==> src/rtl/sa_sequencer.sv <==
// Control FSM for one C = A x B job on the memA/memB/systolic_array datapath:
// load DIM row-pairs, drain the skewed wavefront, stream C rows out, then zero C.
module sa_sequencer #(
  parameter int BITS_AB = 8,
  parameter int BITS_C  = 16,
  parameter int DIM     = 8,
  parameter int ROWBITS = $clog2(DIM)
) (
  input  logic                    clk,
  input  logic                    rst_n,
  input  logic                    start,
  output logic                    busy,
  output logic                    done,
  input  logic                    in_valid,
  output logic                    in_ready,
  input  logic [DIM*BITS_AB-1:0]  a_in,
  input  logic [DIM*BITS_AB-1:0]  b_in,
  output logic                    c_out_valid,
  input  logic                    c_out_ready,
  output logic [DIM*BITS_C-1:0]   c_out,
  output logic [ROWBITS-1:0]      c_out_row,
  output logic                    dp_en,
  output logic                    mema_wren,
  output logic [ROWBITS-1:0]      mema_row,
  output logic [DIM*BITS_AB-1:0]  mema_din,
  output logic [DIM*BITS_AB-1:0]  memb_din,
  output logic                    sa_wren,
  output logic [ROWBITS-1:0]      sa_crow,
  output logic [DIM*BITS_C-1:0]   sa_cin,
  input  logic [DIM*BITS_C-1:0]   sa_cout
);

  localparam int CNTW = $clog2(2*DIM) + 1;
  localparam logic [CNTW-1:0] LAST_ROW   = CNTW'(DIM - 1);
  localparam logic [CNTW-1:0] LAST_DRAIN = CNTW'(2*DIM - 1);

  typedef enum logic [2:0] {
    S_IDLE,
    S_LOAD,
    S_DRAIN,
    S_READ,
    S_CLEAR
  } state_t;

  state_t            state_q, state_d;
  logic [CNTW-1:0]   cnt_q, cnt_d;
  logic [ROWBITS-1:0] row;
  logic              beat;

  assign row  = cnt_q[ROWBITS-1:0];
  assign beat = (state_q == S_LOAD) && in_valid;

  // cnt is cleared on every state entry, so each state counts from zero.
  always_comb begin
    state_d = state_q;
    cnt_d   = cnt_q;
    unique case (state_q)
      S_IDLE: begin
        if (start) begin
          state_d = S_LOAD;
          cnt_d   = '0;
        end
      end
      S_LOAD: begin
        if (in_valid) begin
          if (cnt_q == LAST_ROW) begin
            state_d = S_DRAIN;
            cnt_d   = '0;
          end else begin
            cnt_d = cnt_q + 1'b1;
          end
        end
      end
      S_DRAIN: begin
        if (cnt_q == LAST_DRAIN) begin
          state_d = S_READ;
          cnt_d   = '0;
        end else begin
          cnt_d = cnt_q + 1'b1;
        end
      end
      S_READ: begin
        if (c_out_ready) begin
          if (cnt_q == LAST_ROW) begin
            state_d = S_CLEAR;
            cnt_d   = '0;
          end else begin
            cnt_d = cnt_q + 1'b1;
          end
        end
      end
      S_CLEAR: begin
        if (cnt_q == LAST_ROW) begin
          state_d = S_IDLE;
          cnt_d   = '0;
        end else begin
          cnt_d = cnt_q + 1'b1;
        end
      end
      default: begin
        state_d = S_IDLE;
        cnt_d   = '0;
      end
    endcase
  end

  always_ff @(posedge clk or negedge rst_n) begin
    if (!rst_n) begin
      state_q <= S_IDLE;
      cnt_q   <= '0;
    end else begin
      state_q <= state_d;
      cnt_q   <= cnt_d;
    end
  end

  // Everything decodes to zero in IDLE, so the async reset clears all outputs at once.
  always_comb begin
    busy        = (state_q != S_IDLE);
    in_ready    = (state_q == S_LOAD);
    c_out_valid = (state_q == S_READ);
    sa_wren     = (state_q == S_CLEAR);
    done        = (state_q == S_CLEAR) && (cnt_q == LAST_ROW);
    dp_en       = beat || (state_q == S_DRAIN);
    mema_wren   = beat;
    mema_row    = (state_q == S_LOAD) ? row : '0;
    mema_din    = beat ? a_in : '0;
    memb_din    = beat ? b_in : '0;
    c_out       = (state_q == S_READ) ? sa_cout : '0;
    c_out_row   = (state_q == S_READ) ? row : '0;
    sa_crow     = ((state_q == S_READ) || (state_q == S_CLEAR)) ? row : '0;
    sa_cin      = '0;
  end

endmodule

==> config.mk <==
export PLATFORM = sky130hd
export DESIGN_NAME = sa_sequencer
export DESIGN_NICKNAME = d
export VERILOG_FILES = /design/src/rtl/sa_sequencer.sv
export SDC_FILE = /design/constraint.sdc
export NUM_CORES = 1
export LEC_CHECK = 0
export BUFFER_PORTS_ARGS = -buffer_cell sky130_fd_sc_hd__buf_2
export CAP_MARGIN = 10
export CORE_AREA = 2 2 254 256
export CTS_CLUSTER_SIZE = 8
export DETAILED_ROUTE_END_ITERATION = 7
export DIE_AREA = 0 0 256 258
export MAX_ROUTING_LAYER = met4
export REMOVE_ABC_BUFFERS = 1
export SYNTH_ARGS = -nofsm -noshare
export SYNTH_HDL_FRONTEND = slang
export SYNTH_SLANG_ARGS = --single-unit
export TNS_END_PERCENT = 1
==> constraint.sdc <==
create_clock -name clk -period 4.5 [get_ports clk]
set_input_delay 0.675 -clock clk [delete_from_list [all_inputs] [get_ports clk]]
set_output_delay 0.675 -clock clk [all_outputs]
set_load 0.01 [all_outputs]
==> results.cfg, run 1 <==
[logic_synthesis]
synth_area_sq_mm = 0.003466
synth_top_area_share_pct = 29.46
synth_cell_types = 37
ys_seq_area_share_pct = 5.776
synthArstFlopShare_pct = 100.0
ys_ff_latch = 8
synth_area_per_cell_sq_um = 6.782
yosysTopAreaCell = buf_4
synth.area.top_cells = buf_4, and2_1, and3_1
yosysWarnings = 0
synth_edf_count = 0
ys.flop_type = dfrtp_1
synth_cells = 511

[clock_tree]
cts_resized = 0
holdBufCountCts = 0
htreeDepth = 1
clk_path_buf_depth = 2
root_buffer = clkbuf_16
clk_latency_ns = 0.23
cts-buffers-inserted = 3
cts_tree = yes
clk_pin_slew_ns = 0.04
clkSinkCount = 8
cts_setup_buffers = 0

[power]
power_frac_seq_pct = 8.5
intPower_mw = 0.9621
p_comb_share_pct = 84.8
p_leak_nw = 4.266
p_clk_share_pct = 6.7
power_density_mw_per_mm2 = 337.9
power_switching_mw = 1.279
irDropWorstVdd_v = 0.0003975
finalPower_mw = 2.241
sw_frac_of_total_pct = 57.07

[timing]
min_period_ns = 3.241
skew_ns = 0.0003369
rsz0062_at_grt = no
final.period_utilization_pct = 72.02
fin_setup_tns_ns = 0
setup_viol = 0
tightest_slew_ns = 1.040
hold_viol = 0
max_freq_mhz = 308.6
slew_viol_final = 0
relSlewSlack_pct = 30.67

[floorplanning]
rows = 93
fp.dieH_microns = 258
dieWidth_microns = 256
coreArea_sq_mm = 0.06365
die_area_sq_mm = 0.06605
initial_core_util_pct = 5.445
io_pins = 661

[setup_path]
critPathCaptureType = primary output
crit_fanout = 95
slowest_delay_ns = 0.70
crit_arrival_ns = 2.57
critPathLaunchType = flip-flop
crit_slowest_cell = nor2_4
crit_type = flip-flop to primary output
path_cells = nand2b_4 -> nor2_4 -> buf_12 -> and3_1 -> buf_2
cp_data_required_time_ns = 3.83

[detailed_routing]
wl_mm = 27.60
drc_errors = 0
num_vias = 5105
first_pass_iters = 6
wire_per_inst_microns = 14.72
drt_iter0_markers = 247
drtAntennaViolNets = 0
via_per_inst = 2.723

[worst_hold_path]
hold_path.class = primary input to async pin

[final_layout]
fin_nets = 1266
areaGrowthSynthToFinish_pct = 91.37
drive_gt1_share_pct = 54.50

[placed_design]
port_buffers = 532
place_congestion = 0.8798
hpwl_mm = 24.94

[global_routing]
grt_pass1_wl_mm = 34.44
grt_max_degree = 132
grt_pass1_vias = 4222
track_usage_pct = 7.755
grt_overflow_total = 0
grt_antenna_before_repair = 32

[job]
max_cap_violations = 0

[status]
status = finished clean
## flip-flops by register name, summed over array words and instances, names as in the netlist
register	count
cnt_q	5
state_q	3
## worst max-delay path: cells and delay by family, from the launching register on
| kind | cells | cell delay [ns] |
|---|---|---|
| AND/OR/NAND/NOR | 3 | 1.05 |
| buffers and inverters | 2 | 0.48 |
| flip-flops | 1 | 0.68 |
## synthesized netlist by cell type (3+ instances only)
library cell and instances:
clkbuf_1 28, a21oi_1 5, o21ai_1 3, and2_1 135, nor2_1 8, and3_1 129
nor2b_1 4, buf_4 136, nand2_1 7, nand3_1 4, clkbuf_2 7, dfrtp_1 8
buf_6 3, inv_1 4, o21ai_0 4, ha_1 3
## power by group through the flow
stage                     clock network [mW]  registers [mW]  logic [mW]
after CTS                              0.151           0.196        1.93
after floorplan                            0           0.143       0.966
after global routing                   0.155           0.205        2.09
after detailed placement                   0           0.197        1.92
final                                  0.150           0.191        1.90
after global placement                     0           0.195        1.92
## cell usage in the layout (no fill, tap or decap), types with 3 or more instances in the layout
| master | n |
|---|---|
| buf_2 | 531 |
| and2_1 | 135 |
| and3_1 | 129 |
| conb_1 | 128 |
| diode_2 | 20 |
| nor2_1 | 8 |
| dfrtp_1 | 8 |
| nand2_1 | 7 |
| a21oi_1 | 5 |
| inv_1 | 4 |
| nand3_1 | 4 |
| nor2b_1 | 4 |
| o21ai_0 | 4 |
| o21ai_1 | 3 |
| ha_1 | 3 |
| clkbuf_16 | 3 |
| buf_4 | 3 |
## through the flow
step	hold WS, ns	cell area [sq um]	cells	util [%]	setup WS [ns]
2_1_floorplan	0.3794	2738	462	-	1.701
3_3_place_gp	0.4943	6507	1852	10.22	1.625
3_5_place_dp	0.5012	6507	1852	10.22	1.584
4_1_cts	0.2846	6583	1855	10.34	1.331
5_1_grt	0.2952	6608	1865	10.38	1.051
6_report	0.2804	6633	1875	10.42	1.259
## routing by layer
metal	wire [microns]	track usage [%]	up-vias
li1	-	-	2412
met1	11560	9.542	2266
met2	11490	11.38	395
met3	3996	3.995	32
met4	557	1.267	0
met5	0	-	-
## area by class of cell
| class | instances | area [sq um] |
|---|---|---|
| clock buffers | 3 | 75.07 |
| repair buffers | 535 | 2700 |
| multi-input cells | 450 | 2522 |
| flip-flops and latches | 8 | 200.2 |
| fillers | 7545 | 57020 |
| inverters | 4 | 15.01 |
| diodes | 20 | 50.05 |
| well taps | 855 | 1070 |
## kinds of logic after synthesis
family | Yosys count | synth area share (%)
flops | 8 | 5.776
mux | 2 | 0.6137
other cells | 1 | 0.1082
buf+inv | 180 | 35.20
compound gates | 21 | 4.152
simple gates | 296 | 53.07
fa+ha+maj | 3 | 1.083
## final timing paths
path	start	cells past startpoint	endpoint	slack, ns
worst max-delay path	state_q[0]	5	mema_din[53]	1.26
worst min-delay path	rst_n	1	state_q[2]	0.28
worst max register to register	cnt_q[0]	6	cnt_q[3]	2.44
worst min register to register	cnt_q[3]	1	cnt_q[3]	0.51
max in group asynchronous	rst_n	1	cnt_q[3]	4.05
min in group clk	cnt_q[3]	1	cnt_q[3]	0.51
Note: power is estimated with default switching activity, not from simulation.
==> run 2: changes to the inputs <==
CORE_AREA = 2 2 255 257   (was 2 2 254 256)
DIE_AREA = 0 0 257 259   (was 0 0 256 258)
clock period = 3.05 ns   (was 4.5 ns; I/O delays follow)
==> run 2 against run 1 <==
Final cell count grew 0.21%. Wire length is 15% higher. Clock power is 49% higher. Non-clock buffer count up 4. Via count rose by 1.2%. Sequential power is 13% higher. Critical endpoint is now sa_crow[2]. Sequential cell count did not move. Highest routed layer unchanged. Hold slack lost 0.22 ns. Global-route usage up 1.1 points.
==> results.cfg, run 2 (synthesis results as in run 1) <==
[global_routing]
grt_pass1_wl_mm = 38.76
grt_pass1_vias = 4278
grt_antenna_before_repair = 54
grt_overflow_total = 0
grt_max_degree = 134
track_usage_pct = 8.880

[detailed_routing]
wl_mm = 31.74
wire_per_inst_microns = 16.89
drtAntennaViolNets = 0
drt_iter0_markers = 233
drc_errors = 0
first_pass_iters = 4
via_per_inst = 2.750
num_vias = 5168

[placed_design]
place_congestion = 0.8478
dp_slack_ns = 0.6492
hpwl_mm = 28.91
port_buffers = 532

[clock_tree]
clk_path_buf_depth = 2
cts_tree = yes
cts_setup_buffers = 0
clk_pin_slew_ns = 0.04
holdBufCountCts = 0
root_buffer = clkbuf_16
clkSinkCount = 8
clk_latency_ns = 0.23
htreeDepth = 1
cts_resized = 0
cts-buffers-inserted = 3

[power]
power_density_mw_per_mm2 = 488.1
finalPower_mw = 3.257
p_leak_nw = 4.290
irDropWorstVdd_v = 0.0005857

[floorplanning]
fp.dieH_microns = 259
io_pins = 661
coreArea_sq_mm = 0.06388
die_area_sq_mm = 0.06656
dieWidth_microns = 257
rows = 93
initial_core_util_pct = 5.425

[final_layout]
largest_reg_flops = 5
final_cell_mix = buf_2, and2_1, and3_1
layout_commonest_cell = buf_2
largestRegisters = cnt_q (5), state_q (3)
top_register = cnt_q
drive_gt1_share_pct = 54.68
areaGrowthSynthToFinish_pct = 92.53
fin_nets = 1270

[setup_path]
crit_arrival_ns = 2.15
critPathTopFamily = flip-flops
crit_slowest_cell = dfrtp_1
crit_type = flip-flop to primary output
cp_num_buf_inv = 2
slowest_delay_ns = 0.68
critPathCaptureType = primary output
cp_data_required_time_ns = 2.59
crit_fanout = 74
critPathLaunchType = flip-flop
path_cells = nand2b_4 -> nor2_4 -> buf_4 -> nor2_1 -> nor2b_1 -> buf_2

[worst_hold_path]
hold_path.class = primary input to async pin

[timing]
max_freq_mhz = 383.3
relSlewSlack_pct = 57.98
min_period_ns = 2.609
fin_setup_tns_ns = 0
hold_viol = 0
skew_ns = 0.002000
final.period_utilization_pct = 85.54
layout_setup_ws_ns = 0.4411
tightest_slew_ns = 0.6303
slew_viol_final = 0
setup_viol = 0
rsz0062_at_grt = no

[status]
status = finished clean

[job]
max_cap_violations = 0
==> run 2: final cells by class <==
class / count / area, sq um
Antenna cell: 20 / 50.05
Inverter: 4 / 15.01
Fill cell: 7518 / 57210
Tap cell: 855 / 1070
Multi-Input combinational cell: 450 / 2522
Clock buffer: 3 / 75.07
Sequential cell: 8 / 200.2
Timing Repair Buffer: 539 / 2740
==> run 2: report_power, final <==
| group | switching [mW] | total, mW | internal [mW] |
|---|---|---|---|
| registers | 0.0662 | 0.215 | 0.149 |
| logic | 1.69 | 2.82 | 1.13 |
| clock network | 0.0542 | 0.224 | 0.169 |
==> run 2: worst paths after layout <==
kind,start,to,slack (ns),cells after the start
worst max-delay path,state_q[0],sa_crow[2],0.44,6
worst min-delay path,rst_n,state_q[0],0.06,1
worst max register to register,state_q[0],cnt_q[3],1.22,5
worst min register to register,cnt_q[3],cnt_q[3],0.53,1
max in group asynchronous,rst_n,cnt_q[3],2.81,1
min in group clk,cnt_q[3],cnt_q[3],0.53,1
==> run 2: through the flow <==
step	hold WS (ns)	cell area, sq um	instances	utilization [%]
after floorplan	0.1619	2738	462	-
after global placement	0.3108	6548	1856	10.25
after detailed placement	0.3156	6548	1856	10.25
final	0.06215	6673	1879	10.45
after CTS	0.06927	6623	1859	10.37
after global routing	0.07475	6660	1874	10.43
==> run 2: routing by layer <==
metal / vias to the layer above / routed length (microns) / global-route usage (%)
li1: 2423 / - / -
met1: 2280 / 13060 / 10.73
met2: 414 / 14200 / 14.12
met3: 51 / 3895 / 3.788
met4: 0 / 585 / 0.9367
met5: - / 0 / -
